`config.mk`:
```
export PLATFORM = sky130hd
export DESIGN_NAME = hazard_unit
export DESIGN_NICKNAME = d
export VERILOG_FILES = /design/src/rtl/hazard_unit.sv
export SDC_FILE = /design/constraint.sdc
export NUM_CORES = 1
export LEC_CHECK = 0
export ABC_AREA = 1
export CAP_MARGIN = 10
export CORE_MARGIN = 2
export CORE_UTILIZATION = 49
export CTS_BUF_LIST = sky130_fd_sc_hd__clkbuf_16
export DETAILED_ROUTE_END_ITERATION = 10
export PLACE_DENSITY = 0.8
export SYNTH_ARGS = -nofsm -noshare
export SYNTH_HDL_FRONTEND = slang
export SYNTH_SLANG_ARGS = --single-unit
```
`constraint.sdc`:
```
create_clock -name clk -period 2.2 [get_ports clk]
set_clock_uncertainty 0.05 [all_clocks]
set_input_delay 0.33 -clock clk [delete_from_list [all_inputs] [get_ports clk]]
set_output_delay 0.33 -clock clk [all_outputs]
set_load 0.02 [all_outputs]
```
`src/rtl/hazard_unit.sv`:
```
// Hazard unit for the 5-stage pipeline: tracks in-flight destinations (EX, MEM)
// from ID fields, raises load-use / jr-operand stalls, and applies redirects.
module hazard_unit #(
  parameter int unsigned CNT_W = 16
) (
  input  logic             clk,
  input  logic             rst_n,
  input  logic             id_valid,
  input  logic [5:0]       opcode,
  input  logic [5:0]       funct,
  input  logic [4:0]       rs,
  input  logic [4:0]       rt,
  input  logic [4:0]       rd,
  input  logic             branch_taken,
  output logic             hazard,
  output logic             pc_write,
  output logic             ifid_write,
  output logic             ifid_flush,
  output logic [CNT_W-1:0] stall_cnt
);

  localparam logic [5:0] OP_R    = 6'h00;
  localparam logic [5:0] OP_J    = 6'h02;
  localparam logic [5:0] OP_JAL  = 6'h03;
  localparam logic [5:0] OP_BEQ  = 6'h04;
  localparam logic [5:0] OP_BNE  = 6'h05;
  localparam logic [5:0] OP_ADDI = 6'h08;
  localparam logic [5:0] OP_ORI  = 6'h0D;
  localparam logic [5:0] OP_LUI  = 6'h0F;
  localparam logic [5:0] OP_LW   = 6'h23;
  localparam logic [5:0] OP_SW   = 6'h2B;
  localparam logic [5:0] F_SLL   = 6'h00;
  localparam logic [5:0] F_SRL   = 6'h02;
  localparam logic [5:0] F_SRA   = 6'h03;
  localparam logic [5:0] F_JR    = 6'h08;
  localparam logic [4:0] REG_RA  = 5'd31;

  typedef struct packed {
    logic       wr;
    logic [4:0] dst;
    logic       load;
  } sbEntry_t;

  sbEntry_t idEntry, exEntry, memEntry;
  logic isR, isShift, isJr, isJump, readsRs, readsRt;
  logic loadUse, jrDep, stall;

  // Decode the ID instruction into operand reads and a scoreboard entry
  always_comb begin
    isR     = (opcode == OP_R);
    isShift = isR & ((funct == F_SLL) | (funct == F_SRL) | (funct == F_SRA));
    isJr    = id_valid & isR & (funct == F_JR);
    isJump  = id_valid & ((opcode == OP_J) | (opcode == OP_JAL) | (isR & (funct == F_JR)));
    readsRs = id_valid & ~((opcode == OP_J) | (opcode == OP_JAL) | (opcode == OP_LUI) | isShift);
    readsRt = id_valid & (isR | (opcode == OP_BEQ) | (opcode == OP_BNE) | (opcode == OP_SW));
    idEntry = '0;
    case (opcode)
      OP_R: begin
        if (funct != F_JR) begin
          idEntry.wr  = 1'b1;
          idEntry.dst = rd;
        end
      end
      OP_ADDI, OP_ORI, OP_LUI, OP_LW: begin
        idEntry.wr  = 1'b1;
        idEntry.dst = rt;
      end
      OP_JAL: begin
        idEntry.wr  = 1'b1;
        idEntry.dst = REG_RA;
      end
      default: ;
    endcase
    idEntry.load = (opcode == OP_LW);
    // $0 and empty slots never act as producers
    if (!id_valid || idEntry.dst == 5'd0 || !idEntry.wr) idEntry = '0;
  end

  always_comb begin
    loadUse = exEntry.load & exEntry.wr &
              ((readsRs & (rs == exEntry.dst)) | (readsRt & (rt == exEntry.dst)));
    jrDep   = isJr & ((exEntry.wr & (rs == exEntry.dst)) |
                      (memEntry.load & memEntry.wr & (rs == memEntry.dst)));
    stall   = loadUse | jrDep;
  end

  // Redirect outranks stall; a taken branch squashes whatever sits in ID
  always_comb begin
    hazard     = 1'b0;
    pc_write   = 1'b1;
    ifid_write = 1'b1;
    ifid_flush = 1'b0;
    if (branch_taken) begin
      hazard     = 1'b1;
      ifid_flush = 1'b1;
    end else if (stall) begin
      hazard     = 1'b1;
      pc_write   = 1'b0;
      ifid_write = 1'b0;
    end else if (isJump) begin
      ifid_flush = 1'b1;
    end
  end

  always_ff @(posedge clk or negedge rst_n) begin
    if (!rst_n) begin
      exEntry   <= '0;
      memEntry  <= '0;
      stall_cnt <= '0;
    end else begin
      memEntry <= exEntry;
      exEntry  <= hazard ? '0 : idEntry;
      if (stall && !branch_taken && stall_cnt != '1) stall_cnt <= stall_cnt + CNT_W'(1);
    end
  end

endmodule

```
# Word-level counts from Yosys, hierarchy flattened
# Cells that the tools add are included.
[totals] register_bits=30 out_inout_bits=20 wordCells=75
[op_classes] add_sub_neg=1 n_eq_ne=17 mux=11 n_bitwise=28 n_reduce_logical=11
[ops] operator="$eq A6 B2 Y1 const B" n=4
[ops] operator="$eq A6 B4 Y1 const B" n=4
[ops] operator="$pmux W6 S3" n=1
[ops] operator="$add A16 B1 Y16 const B" n=1
[ops] operator="$ne A16 B16 Y1 const B" n=1
[ops] operator="$and A1 B1 Y1" n=15
[ops] operator="$eq A5 B5 Y1" n=3
[ops] operator="$mux W7" n=2
[ops] operator="$eq A6 B3 Y1 const B" n=2
[ops] operator="$eq A6 B6 Y1 const B" n=2
[ops] operator="$logic_not A6 Y1" n=2
[ops] operator="$or A1 B1 Y1" n=12
[ops] operator="$mux W1" n=7
[ops] operator="$mux W6" n=1
[ops] operator="$ne A6 B4 Y1 const B" n=1
[ops] operator="$logic_not A5 Y1" n=1
[ops] operator="$reduce_or A4 Y1" n=1
[ops] operator="$logic_not A1 Y1" n=3
[ops] operator="$logic_and A1 B1 Y1" n=2
[ops] operator="$logic_or A1 B1 Y1" n=2
[ops] operator="$not A1 Y1" n=1

# Logic depth before layout (Yosys ltp)
# Gate-level depths: netlist of run 1.
[depth] depth_word=14 depth_mapped=13 mapped_depth_nobuf=12

# Least setup slack after synthesis of run 1
# No wires, ideal clock.
[synth_path] path_type="input -> output" start="input port opcode[5]" end="output port pc_write" arrival_time_ns=1.667 slack_ns=0.153 stages=10 path_cell_list="nor2_4 > nand3_4 > or2_4 > nor2_4 > nand2_2 > nand2_4 > buf_8 > buf_8 > nand2_1 > buf_4"
[synth_between] elab_chain_len=12 word_cells_on_any_way=27
[synth_rtl] item="start: declaration" line="9" rtl="input logic [5:0] opcode,"
[synth_rtl] item="$eq A6 B2 Y1" line="54" rtl="readsRs = id_valid & ~((opcode == OP_J) | (opcode == OP_JAL) | (opcode == OP_LUI) | isShift);"
[synth_rtl] item="$or A1 B1 Y1 (3 in a row)" line="54"
[synth_rtl] item="$not A1 Y1" line="54"
[synth_rtl] item="$and A1 B1 Y1" line="54"
[synth_rtl] item="$and A1 B1 Y1" line="81" rtl="((readsRs & (rs == exEntry.dst)) | (readsRt & (rt == exEntry.dst)));"
[synth_rtl] item="$or A1 B1 Y1" line="81"
[synth_rtl] item="$and A1 B1 Y1" line="80" rtl="loadUse = exEntry.load & exEntry.wr &"
[synth_rtl] item="$or A1 B1 Y1 *" line="84" rtl="stall = loadUse | jrDep;"
[synth_rtl] item="$mux W1 * (2 in a row)"
[synth_rtl] item="end: declaration" line="16" rtl="output logic pc_write,"
# Mark *: on every way between the ends. The rest lies on a longest branch, timed or not.

# Worst setup path after layout of run 1
[layout_path] start="input port funct[1]" end="output port ifid_write"
[layout_between] elab_chain_len=13 word_cells_on_any_way=18
[layout_rtl] item="start: declaration" line="10" rtl="input logic [5:0] funct,"
[layout_rtl] item="$eq A6 B2 Y1 / $logic_not A6 Y1 (equally long branches)" line="51" rtl="isShift = isR & ((funct == F_SLL) | (funct == F_SRL) | (funct == F_SRA));"
[layout_rtl] item="$or A1 B1 Y1 (2 in a row)" line="51"
[layout_rtl] item="$and A1 B1 Y1" line="51"
[layout_rtl] item="$or A1 B1 Y1" line="54"
[layout_rtl] item="$not A1 Y1" line="54"
[layout_rtl] item="$and A1 B1 Y1" line="54"
[layout_rtl] item="$and A1 B1 Y1" line="81"
[layout_rtl] item="$or A1 B1 Y1" line="81"
[layout_rtl] item="$and A1 B1 Y1" line="80"
[layout_rtl] item="$or A1 B1 Y1 *" line="84"
[layout_rtl] item="$mux W1 *" line="96" rtl="end else if (stall) begin"
[layout_rtl] item="$mux W1 *" line="93" rtl="if (branch_taken) begin"
[layout_rtl] item="end: declaration" line="17" rtl="output logic ifid_write,"
# Marks and branches as above.

==> flow_summary.yaml, run 1 <==
drt:
  drt_iter0_drc: 138
  dr.pass1.iters: 5
  vias_per_cell: 5.17
  wl_per_cell_um: 12.4
  wirelength_mm: 5.20
  top_layer: "met4"
  postRouteAntennaNets: 0
  via_count: 2171
  wl_met1_mm: 2.27
  wl_met2_mm: 2.56
  drc: 0
  wl_met3_um: 308
finish:
  area_growth_pct: 40.1
  fillCellCount: 337
  nNetsFinal: 401
  layout_commonest_cell: "nand2_1"
  layout_common_cells: "nand2_1, nor2_1, clkdlybuf4s50_1"
  utilization: 0.715
  antennaDiodeCount: 0
  final_cell_count_no_fill: 420
  drive_gt1_frac: 0.141
die:
  coreArea_mm2: 0.00403
  die_area_mm2: 0.00473
  dieHeight_um: 68.8
  io_pins: 51
  fp-row-count: 23
  die_w_um: 68.8
  initial_core_util: 0.510
grt:
  grt_max_degree: 31
  antenna_found_initial: 0
  track_usage: 0.242
  grt_pass1_wl_mm: 8.61
  grt-ovfl-total: 0
  grt_pass1_vias: 2001
timing:
  rsz0062_at_grt: "false"
  timing.final.crit_share: 0.964
  final.min_clock_period_ns: 2.12
  worst-slew-pin-transition_ns: 0.379
  setup_viol: 0
  finalMaxSlewViolations: 0
  max_freq_ghz: 0.472
  finalHoldViolCount: 0
  worst_slew_margin_rel: 0.747
  fin_ws_ns: 0.0797
  finalSetupTns_ns: 0
  whs_ns: 0.360
synthesis:
  synth_cell_types: 26
  yosys_register_bits: 30
  avgSynthCellArea_um2: 6.90
  syn_nets: 330
  ys_warn_count: 0
  synth_area_mm2: 0.00206
  synthCells: 298
  yosysSeqAreaShare: 0.365
critical_path:
  cp-start-kind: "primary input"
  end_kind: "primary output"
  cp_slowest_cell: "clkdlybuf4s50_1"
  critical_path_peak_fanout: 3
  crit_path_frequent_cell: "nand2_2"
  crit_chain: "clkdlybuf4s50_1, nor2_1, nand3_1, or2_4, nor2_4, nand2_2, nand2_4, nand2_2, buf_4"
  slowest_delay_ns: 0.43
  cp_data_arrival_time_ns: 1.74
  required_ns: 1.82
  path_class: "in2out"
power_and_ir_drop:
  p_comb_frac: 0.124
  p_switching_uw: 317
  p_int_mw: 1.05
  swShare: 0.232
  power.density_mw_per_mm2: 473
  vdd_drop_max_v: 0.000261
  seqPwrFrac: 0.409
  clkPwrFrac: 0.467
  power_leakage_nw: 1.49
placement:
  portBuffers: 50
  placed_cells: 409
  gp_congestion: 0.924
  dp_slack_ns: -0.507
  hpwl_mm: 3.86
clock_tree:
  clock-sinks: 30
  htreeDepth: 2
  cts_tree: "yes"
  clk_latency_ns: 0.27
  clk_pin_slew_worst_paths_ns: 0.05
  cts-root-buf: "clkbuf_16"
  ctsLongestPathBuffers: 2
  cts_buffers: 5
  cts_hold_buf: 0
worst_hold_path:
  hp-class: "reg2reg"
run:
  maxCapViolCount: 0
status:
  outcome: "complete, no violations"
## state kept, by name, summed over array words and instances, names as in the netlist
signal     flops
stall_cnt     16
exEntry        7
memEntry       7
## cell type report
type	count	area, um2	area share
multi-input cells	229	1150	0.399
flip-flops and latches	30	751	0.261
repair buffers	72	664	0.231
clock buffers	5	125	0.0434
inverters	31	116	0.0404
well taps	50	62.6	0.0217
clock inverters	3	12.5	0.00434
## synthesized netlist by cell type
cell / n / area [um2]
nor2_4: 3 / 33.8
nand2_2: 2 / 12.5
buf_8: 2 / 30.0
clkbuf_1: 1 / 3.75
inv_1: 31 / 116
nand2_1: 98 / 368
a31oi_1: 1 / 6.26
or2_4: 1 / 8.76
o21ai_0: 6 / 30.0
nand3b_1: 1 / 7.51
xor2_1: 5 / 43.8
a21oi_1: 3 / 15.0
dfrtp_1: 30 / 751
nor2_1: 42 / 158
buf_4: 2 / 15.0
nor3_1: 5 / 25.0
nand3_1: 27 / 135
ha_1: 1 / 12.5
buf_2: 3 / 15.0
nand3_4: 2 / 35.0
xnor2_1: 11 / 96.3
nor3b_1: 1 / 7.51
nand2_4: 1 / 11.3
nor2_2: 2 / 12.5
nand4_1: 16 / 100
o22ai_1: 1 / 6.26
## routing by layer
metal,vias to the layer above,track usage
met5,-,0
met4,0,0.0809
met3,7,0.0406
met2,86,0.413
met1,988,0.311
li1,1090,-
## timing repair
action	CTS	global route
endpoints found under the setup margin	4	17
resized for setup	31	14
setup buffers	2	1
pin swaps	7	3
gates cloned	0	0
## logic make-up after synthesis
logic type,count (synthesis),share of synthesized area
AND/OR/NAND/NOR,201,0.445
buffers and inverters,39,0.0876
flip-flops,30,0.365
XOR/XNOR,16,0.0682
AO/OA/AOI/OAI,11,0.0280
adder cells (fa/ha/maj),1,0.00609
## final timing paths
path,startpoint,end,slack [ns],depth (start not counted)
worst max register to register,stall_cnt[0],stall_cnt[3],0.22,9
max in group asynchronous,rst_n,stall_cnt[10],1.41,2
worst max-delay path,funct[1],ifid_write,0.08,9
worst min register to register,exEntry[0],memEntry[0],0.36,0
min in group asynchronous,rst_n,stall_cnt[7],0.42,2
worst min-delay path,exEntry[0],memEntry[0],0.36,0
## critical path, delay by kind of cell
kind | cells | cell delay (ns)
and+or+nand+nor | 7 | 0.82
buffers and inverters | 2 | 0.59
## power groups by stage
stage          Sequential (mW)  Combinational, mW  Clock [mW]
2_1_floorplan            0.567             0.0618           0
3_3_place_gp             0.567              0.166           0
3_5_place_dp             0.567              0.170           0
4_1_cts                  0.558              0.169       0.648
5_1_grt                  0.558              0.187       0.661
6_report                 0.558              0.169       0.637
## through the flow
step,power [mW],instance area (um2)
after floorplan,0.628,2060
after global placement,0.733,2700
after detailed placement,0.737,2700
after CTS,1.37,2840
after global routing,1.41,2880
final,1.36,2880
Note: power is estimated with default switching activity, not from simulation.
==> inputs of run 2 (changes only) <==
CTS_CLUSTER_SIZE = 25   (was default)
==> results of run 2 <==
The final DEF is identical to that of run 1; final timing and power are the same.
